==> config.mk <==
export PLATFORM = sky130hd
export DESIGN_NAME = mem_arbiter
export DESIGN_NICKNAME = d
export VERILOG_FILES = /design/src/rtl/mem_arbiter.sv
export SDC_FILE = /design/constraint.sdc
export NUM_CORES = 1
export LEC_CHECK = 0
export ABC_AREA = 1
export BUFFER_PORTS_ARGS = -buffer_cell sky130_fd_sc_hd__buf_2
export CAP_MARGIN = 20
export CORE_AREA = 2 2 221 223
export DETAILED_ROUTE_END_ITERATION = 7
export DIE_AREA = 0 0 223 225
export SETUP_SLACK_MARGIN = 0.4
export SLEW_MARGIN = 30
export SYNTH_ARGS = -nofsm -noshare
export SYNTH_HDL_FRONTEND = slang
export SYNTH_SLANG_ARGS = --single-unit
==> constraint.sdc <==
create_clock -name clk -period 3.88 [get_ports clk]
set_clock_uncertainty 0.15 [all_clocks]
set_input_delay 0.388 -clock clk [delete_from_list [all_inputs] [get_ports clk]]
set_output_delay 0.388 -clock clk [all_outputs]
set_load 0.01 [all_outputs]
==> src/rtl/mem_arbiter.sv <==
// Two-requester (IFU/LSU) memory arbiter with round-robin tie-break and a
// fixed-latency single-outstanding transaction to a combinational memory port.
module mem_arbiter #(
  parameter int unsigned LATENCY = 1
) (
  input  logic        clk,
  input  logic        rst_n,
  input  logic        ifu_req_valid,
  output logic        ifu_req_ready,
  input  logic [63:0] ifu_addr,
  output logic        ifu_resp_valid,
  output logic [31:0] ifu_inst,
  input  logic        lsu_req_valid,
  output logic        lsu_req_ready,
  input  logic        lsu_wen,
  input  logic [63:0] lsu_addr,
  input  logic [63:0] lsu_wdata,
  input  logic [7:0]  lsu_wmask,
  output logic        lsu_resp_valid,
  output logic [63:0] lsu_rdata,
  output logic        mem_ren,
  output logic        mem_wen,
  output logic [63:0] mem_raddr,
  output logic [63:0] mem_waddr,
  output logic [63:0] mem_wdata,
  output logic [7:0]  mem_wmask,
  input  logic [63:0] mem_rdata
);

  localparam int unsigned CNT_W  = 4;
  localparam int unsigned ADDR_W = 64;
  localparam int unsigned DATA_W = 64;
  localparam int unsigned MASK_W = 8;
  localparam logic        GRANT_IFU = 1'b0;
  localparam logic        GRANT_LSU = 1'b1;

  typedef enum logic [1:0] {
    ST_IDLE     = 2'd0,
    ST_IFU_BUSY = 2'd1,
    ST_LSU_BUSY = 2'd2
  } state_t;

  state_t              r_state;
  state_t              w_state_nxt;
  logic [CNT_W-1:0]    r_cnt;
  logic [CNT_W-1:0]    w_cnt_nxt;
  logic                r_last_grant;
  logic                w_last_grant_nxt;
  logic [ADDR_W-1:0]   r_addr;
  logic                r_wen;
  logic [DATA_W-1:0]   r_wdata;
  logic [MASK_W-1:0]   r_wmask;
  logic                w_ready;
  logic                w_grant_ifu;
  logic                w_grant_lsu;

  // Ready is masked by rst_n so it reads 0 while reset is held.
  assign w_ready       = rst_n && (r_state == ST_IDLE);
  assign ifu_req_ready = w_ready;
  assign lsu_req_ready = w_ready;

  always_ff @(posedge clk or negedge rst_n) begin
    if (!rst_n) begin
      r_state      <= ST_IDLE;
      r_cnt        <= '0;
      r_last_grant <= GRANT_IFU;
    end else begin
      r_state      <= w_state_nxt;
      r_cnt        <= w_cnt_nxt;
      r_last_grant <= w_last_grant_nxt;
    end
  end

  // Arbitration, wait countdown and response-cycle memory/response drive.
  always_comb begin
    w_state_nxt      = r_state;
    w_cnt_nxt        = r_cnt;
    w_last_grant_nxt = r_last_grant;
    w_grant_ifu      = 1'b0;
    w_grant_lsu      = 1'b0;
    ifu_resp_valid   = 1'b0;
    ifu_inst         = '0;
    lsu_resp_valid   = 1'b0;
    lsu_rdata        = '0;
    mem_ren          = 1'b0;
    mem_wen          = 1'b0;
    mem_raddr        = '0;
    mem_waddr        = '0;
    mem_wdata        = '0;
    mem_wmask        = '0;
    case (r_state)
      ST_IDLE: begin
        if (lsu_req_valid && (!ifu_req_valid || (r_last_grant == GRANT_IFU))) begin
          w_grant_lsu      = 1'b1;
          w_state_nxt      = ST_LSU_BUSY;
          w_cnt_nxt        = CNT_W'(LATENCY - 1);
          w_last_grant_nxt = GRANT_LSU;
        end else if (ifu_req_valid) begin
          w_grant_ifu      = 1'b1;
          w_state_nxt      = ST_IFU_BUSY;
          w_cnt_nxt        = CNT_W'(LATENCY - 1);
          w_last_grant_nxt = GRANT_IFU;
        end
      end
      ST_IFU_BUSY: begin
        if (r_cnt != '0) begin
          w_cnt_nxt = r_cnt - CNT_W'(1);
        end else begin
          mem_ren        = 1'b1;
          mem_raddr      = r_addr;
          ifu_resp_valid = 1'b1;
          ifu_inst       = r_addr[2] ? mem_rdata[63:32] : mem_rdata[31:0];
          w_state_nxt    = ST_IDLE;
        end
      end
      ST_LSU_BUSY: begin
        if (r_cnt != '0) begin
          w_cnt_nxt = r_cnt - CNT_W'(1);
        end else begin
          lsu_resp_valid = 1'b1;
          w_state_nxt    = ST_IDLE;
          if (r_wen) begin
            mem_wen   = 1'b1;
            mem_waddr = r_addr;
            mem_wdata = r_wdata;
            mem_wmask = r_wmask;
          end else begin
            mem_ren   = 1'b1;
            mem_raddr = r_addr;
            lsu_rdata = mem_rdata;
          end
        end
      end
      default: w_state_nxt = ST_IDLE;
    endcase
  end

  // Request payload captured at acceptance; held until the next acceptance.
  always_ff @(posedge clk or negedge rst_n) begin
    if (!rst_n) begin
      r_addr  <= '0;
      r_wen   <= 1'b0;
      r_wdata <= '0;
      r_wmask <= '0;
    end else if (w_grant_lsu) begin
      r_addr  <= lsu_addr;
      r_wen   <= lsu_wen;
      r_wdata <= lsu_wdata;
      r_wmask <= lsu_wmask;
    end else if (w_grant_ifu) begin
      r_addr  <= ifu_addr;
      r_wen   <= 1'b0;
      r_wdata <= '0;
      r_wmask <= '0;
    end
  end

endmodule

# Word level (Yosys, flattened, before mapping)
# Index checks and enable logic that the tools add are counted.
[word_totals] regBits=144 output_inout_bits=302
[classes] eq_ne=5 add_sub_neg=1 n_mux=51 n_bitwise=1 n_reduce_logical=13
[ops] op="$mux W64" n=16
[ops] op="$pmux W64 S2" n=1
[ops] op="$mux W32" n=3
[ops] op="$mux W8" n=5
[ops] op="$mux W1" n=17
[ops] op="$mux W4" n=3
[ops] op="$pmux W4 S2" n=1
[ops] op="$mux W2" n=3
[ops] op="$reduce_bool A2 Y1" n=3
[ops] op="$pmux W2 S2" n=1
[ops] op="$reduce_and A2 Y1" n=2
[ops] op="$reduce_bool A4 Y1" n=1
[ops] op="$sub A4 B1 Y4 const B" n=1
[ops] op="$ne A3 B2 Y1 const B" n=1
[ops] op="$reduce_and A3 Y1" n=1
[ops] op="$eq A2 B1 Y1 const B" n=1
[ops] op="$eq A2 B2 Y1 const B" n=1
[ops] op="$logic_and A1 B1 Y1" n=2
[ops] op="$logic_not A2 Y1" n=1
[ops] op="$ne A2 B1 Y1 const B" n=1
[ops] op="$ne A2 B2 Y1 const B" n=1
[ops] op="$pmux W1 S2" n=1
[ops] op="$reduce_or A2 Y1" n=1
[ops] op="$logic_not A1 Y1" n=1
[ops] op="2 further kinds" n=2

# Logic depth before layout (Yosys ltp)
[logic_depth] ltp_word=7 mapped_depth=10 depth_no_buf=8

# Least setup slack after synthesis
# Ideal clock, no wire load.
[synth_timing] path_type="register to output" start="register r_cnt[0]" end="output port mem_waddr[0]" path_stages_with_launch=9 t_arrival_ps=1465 path_slack_ps=1877 required_ps=3342 path_cell_list="dfrtp_1 inv_1 ha_1 nand2_2 nor2_2 nand2_1 buf_4 buf_6 nor2_1"
[synth_between] elab_chain_len=3
[synth_lines] element="from (decl)" line="45" rtl="logic [CNT_W-1:0] r_cnt;"
[synth_lines] element="from (signal assigned)" line="69" rtl="r_cnt <= w_cnt_nxt;"
[synth_lines] element="$reduce_bool A4 Y1" line="117" rtl="if (r_cnt != '0) begin"
[synth_lines] element="$mux W64" line="117"
[synth_lines] element="$mux W64" line="91" rtl="case (r_state)"
[synth_lines] element="to (decl)" line="24" rtl="output logic [63:0] mem_waddr,"
# Every way passes these cells.

# Worst setup path after layout
[layout_timing] start="register r_cnt[0]" end="output port mem_raddr[32]"
[layout_between] elab_chain_len=3
[layout_lines] element="$reduce_bool A4 Y1 (*)" line="106, 117"
[layout_lines] element="$mux W64, on equally long branches" line="117, 106"
[layout_lines] element="$pmux W64 S2 (*)" line="91"
[layout_lines] element="to (decl)" line="23" rtl="output logic [63:0] mem_raddr,"
# Every way passes the cells marked *; elsewhere a longest branch is shown, timed or not.

==> impl_metrics.ini <==
[critical_path]
cp.required_ns = 3.34
slowest_stage = dfrtp_1
cp_cell_sequence = inv_1 > ha_1 > nand2_2 > inv_2 > nand2_4 > nand2_2 > nand2_8 > buf_4 > nor2_4 > buf_2
crit_fanout = 34
r2r_end = r_cnt[3]
ff2ff_path_depth = 6
ff2ff_setup_slack_ns = 1.66
critical_path_arrival_ns = 2.65
critPathCaptureType = primary output
cpMostUsedCell = nand2_2
startpoint_type = flip-flop
critPathMaxStageDelay_ns = 0.34
reg2reg_from = r_state[0]
critPathKind = reg2out

[clock_network]
cts_root_buf = clkbuf_16
htreeDepth = 4
clkSinkCount = 144
clkTransAtPathRegs_ns = 0.06
cts_tree = yes
clkLatencyLatePin_ns = 0.47
cts_buffer_depth = 2
cts_buffers = 17

[synthesis]
yosys_register_bits = 144
synth_top_cell_by_area = dfrtp_1
syn_area_per_cell_um2 = 6.93
ys_top_cells_by_area = dfrtp_1 (39%), inv_1 (11%), nor2_1 (11%)
netlist_instances = 1327
yosysTopAreaCellShare_pct = 39.2
yosys_warnings = 0
syn-num-nets = 1601
syn_area_um2 = 9200
synth_cell_types = 23
yosysSeqAreaShare_pct = 39.2

[placed_design]
placed_area_um2 = 12500
dp_cells = 2439
numPortBuffers = 570
gp_congestion = 0.814
hpwl_mm = 28.1

[cells_and_area]
final-instance-count-excl-fill = 2603
layout_common_cells = buf_2 (569), nor2_1 (280), inv_1 (279), nand2_1 (209), dfrtp_1 (143)
drive_above_1_share_pct = 34.5
final_area_um2 = 14400
fin_nets = 2244
nFillCells = 5187
layout_commonest_cell = buf_2
regArea_um2 = 3600
multi_input_area_um2 = 4000
syn_to_final_growth_pct = 56.2

[worst_hold_path]
hp-class = in2reg
hold_depth = 3
min_from = lsu_wdata[27]
hold_end = r_wdata[27]

[floorplan]
die_w_um = 223
boundaryPins = 571
dieArea_um2 = 50200
initial_core_util_pct = 19.4
rows = 80
fp.dieH_um = 225
coreArea_um2 = 47500

[detailed_routing]
dr.pass1.iters = 5
dr_wl_met3_mm = 2.22
routed.top_layer = met4
wl_per_cell_um = 14.6
wl_met1_mm = 14.6
vias = 10600
drc_errors = 0
dr_wl_met2_mm = 19.4
drtAntennaViolNets = 0
drt_iter0_markers = 492
vias_per_cell = 4.06
wl_mm = 37.9

[power_and_ir_drop]
p_total_uw = 8100
power_density_nw_per_um2 = 564
ir_drop_v = 0.000231
p_leak_uw = 0.00839

[global_routing]
grt_pass1_vias = 10100
grt_max_degree = 76
grt_antenna_before_repair = 8
overflow = 0
grt_pass1_wl_mm = 56.4
track_usage_pct = 14.7

[timing]
setup_viol_count_final = 0
report.final.slew_viol_count = 0
setup-tns-final_ns = 0
finalCriticalPeriod_ns = 3.19
hold_viol = 0
worstMarginPinSlew_ns = 0.906
fin_crit_sh_pct = 82.2
timing.fmax_mhz = 314
slew_headroom_pct = 39.6
hold-worst-slack_ns = 0.0527
grt_setup_unrepaired = false

[run_status]
outcome = complete, no violations

[job]
drv_cap = 0
==> state kept, by name, indices dropped and copies added (netlist names) <==
name          cells
r_cnt             4
r_state           2
r_addr           64
r_wdata          64
r_wen             1
r_wmask           8
r_last_grant      1
==> through the flow <==
stage | worst slack (ns) | util [%]
floorplan | 1.88 | -
global placement | 1.23 | 26.2
detailed placement | 1.19 | 26.2
CTS | 0.641 | 30.2
global route | 0.515 | 30.2
finish | 0.692 | 30.2
==> area by class of cell <==
| cell class | count | share of cell area, % |
|---|---|---|
| diodes | 5 | 0.0870 |
| flip-flops and latches | 144 | 25.1 |
| well taps | 615 | 5.35 |
| repair buffers | 715 | 29.9 |
| inverters | 282 | 7.36 |
| clock buffers | 19 | 3.08 |
| clock inverters | 13 | 1.28 |
| multi-input cells | 810 | 27.8 |
==> per-layer routing <==
layer | global-route usage (%) | vias to the layer above
met5 | 0 | -
met2 | 25.9 | 446
met1 | 15.9 | 4796
met3 | 3.68 | 69
li1 | - | 5261
met4 | 8.68 | 0
==> cells in the mapped netlist <==
library cell  number
nand2_2            3
buf_4              2
nand2_1          211
o211ai_1          64
inv_1            280
buf_6             14
nand2_4            1
buf_2             33
nor2_2             2
dfrtp_1          144
inv_2              2
or2_2              1
ha_1               5
nor2_1           280
buf_12             5
nand4_1            1
buf_1              6
clkbuf_1          31
a21oi_2            1
a21oi_1           33
o21ai_0           79
nand3_1           80
nor2_4            49
==> cell families (layout without fill, tap and decap cells) <==
kind of cell             after synthesis  after routing  synth area share [%]
AND/OR/NAND/NOR                      628            628                  31.0
buffers and inverters                373           1029                  17.8
AO/OA/AOI/OAI                        177            177                  11.4
flip-flops                           144            144                  39.2
adder cells (fa/ha/maj)                5              5                 0.680
other                                  0              5                     0
==> critical path: cells and delay by family, from the launching register on <==
kind | cells | cell delay (ns)
adder cells (fa/ha/maj) | 1 | 0.25
buffers and inverters | 4 | 0.61
AND/OR/NAND/NOR | 5 | 0.92
flip-flops | 1 | 0.34
==> power breakdown <==
| part | switching [µW] | internal (µW) | total [µW] |
|---|---|---|---|
| clock network | 704 | 1090 | 1790 |
| registers | 364 | 2230 | 2600 |
| logic | 2540 | 1170 | 3710 |
==> how the worst max path moves through the flow <==
stage / from / endpoint / cells after the start
finish: r_cnt[0] / mem_raddr[32] / 10
global route: r_cnt[0] / mem_raddr[40] / 10
CTS: r_cnt[0] / mem_ren / 10
detailed placement: r_cnt[0] / mem_ren / 10
global placement: r_cnt[0] / mem_ren / 10
floorplan: r_cnt[0] / mem_waddr[0] / 8
==> timing repair <==
item,in CTS,in global routing
resized for setup,0,0
hold endpoints to repair,154,0
hold buffers,127,0
setup buffers,0,0
Note: power is estimated with default switching activity, not from simulation.
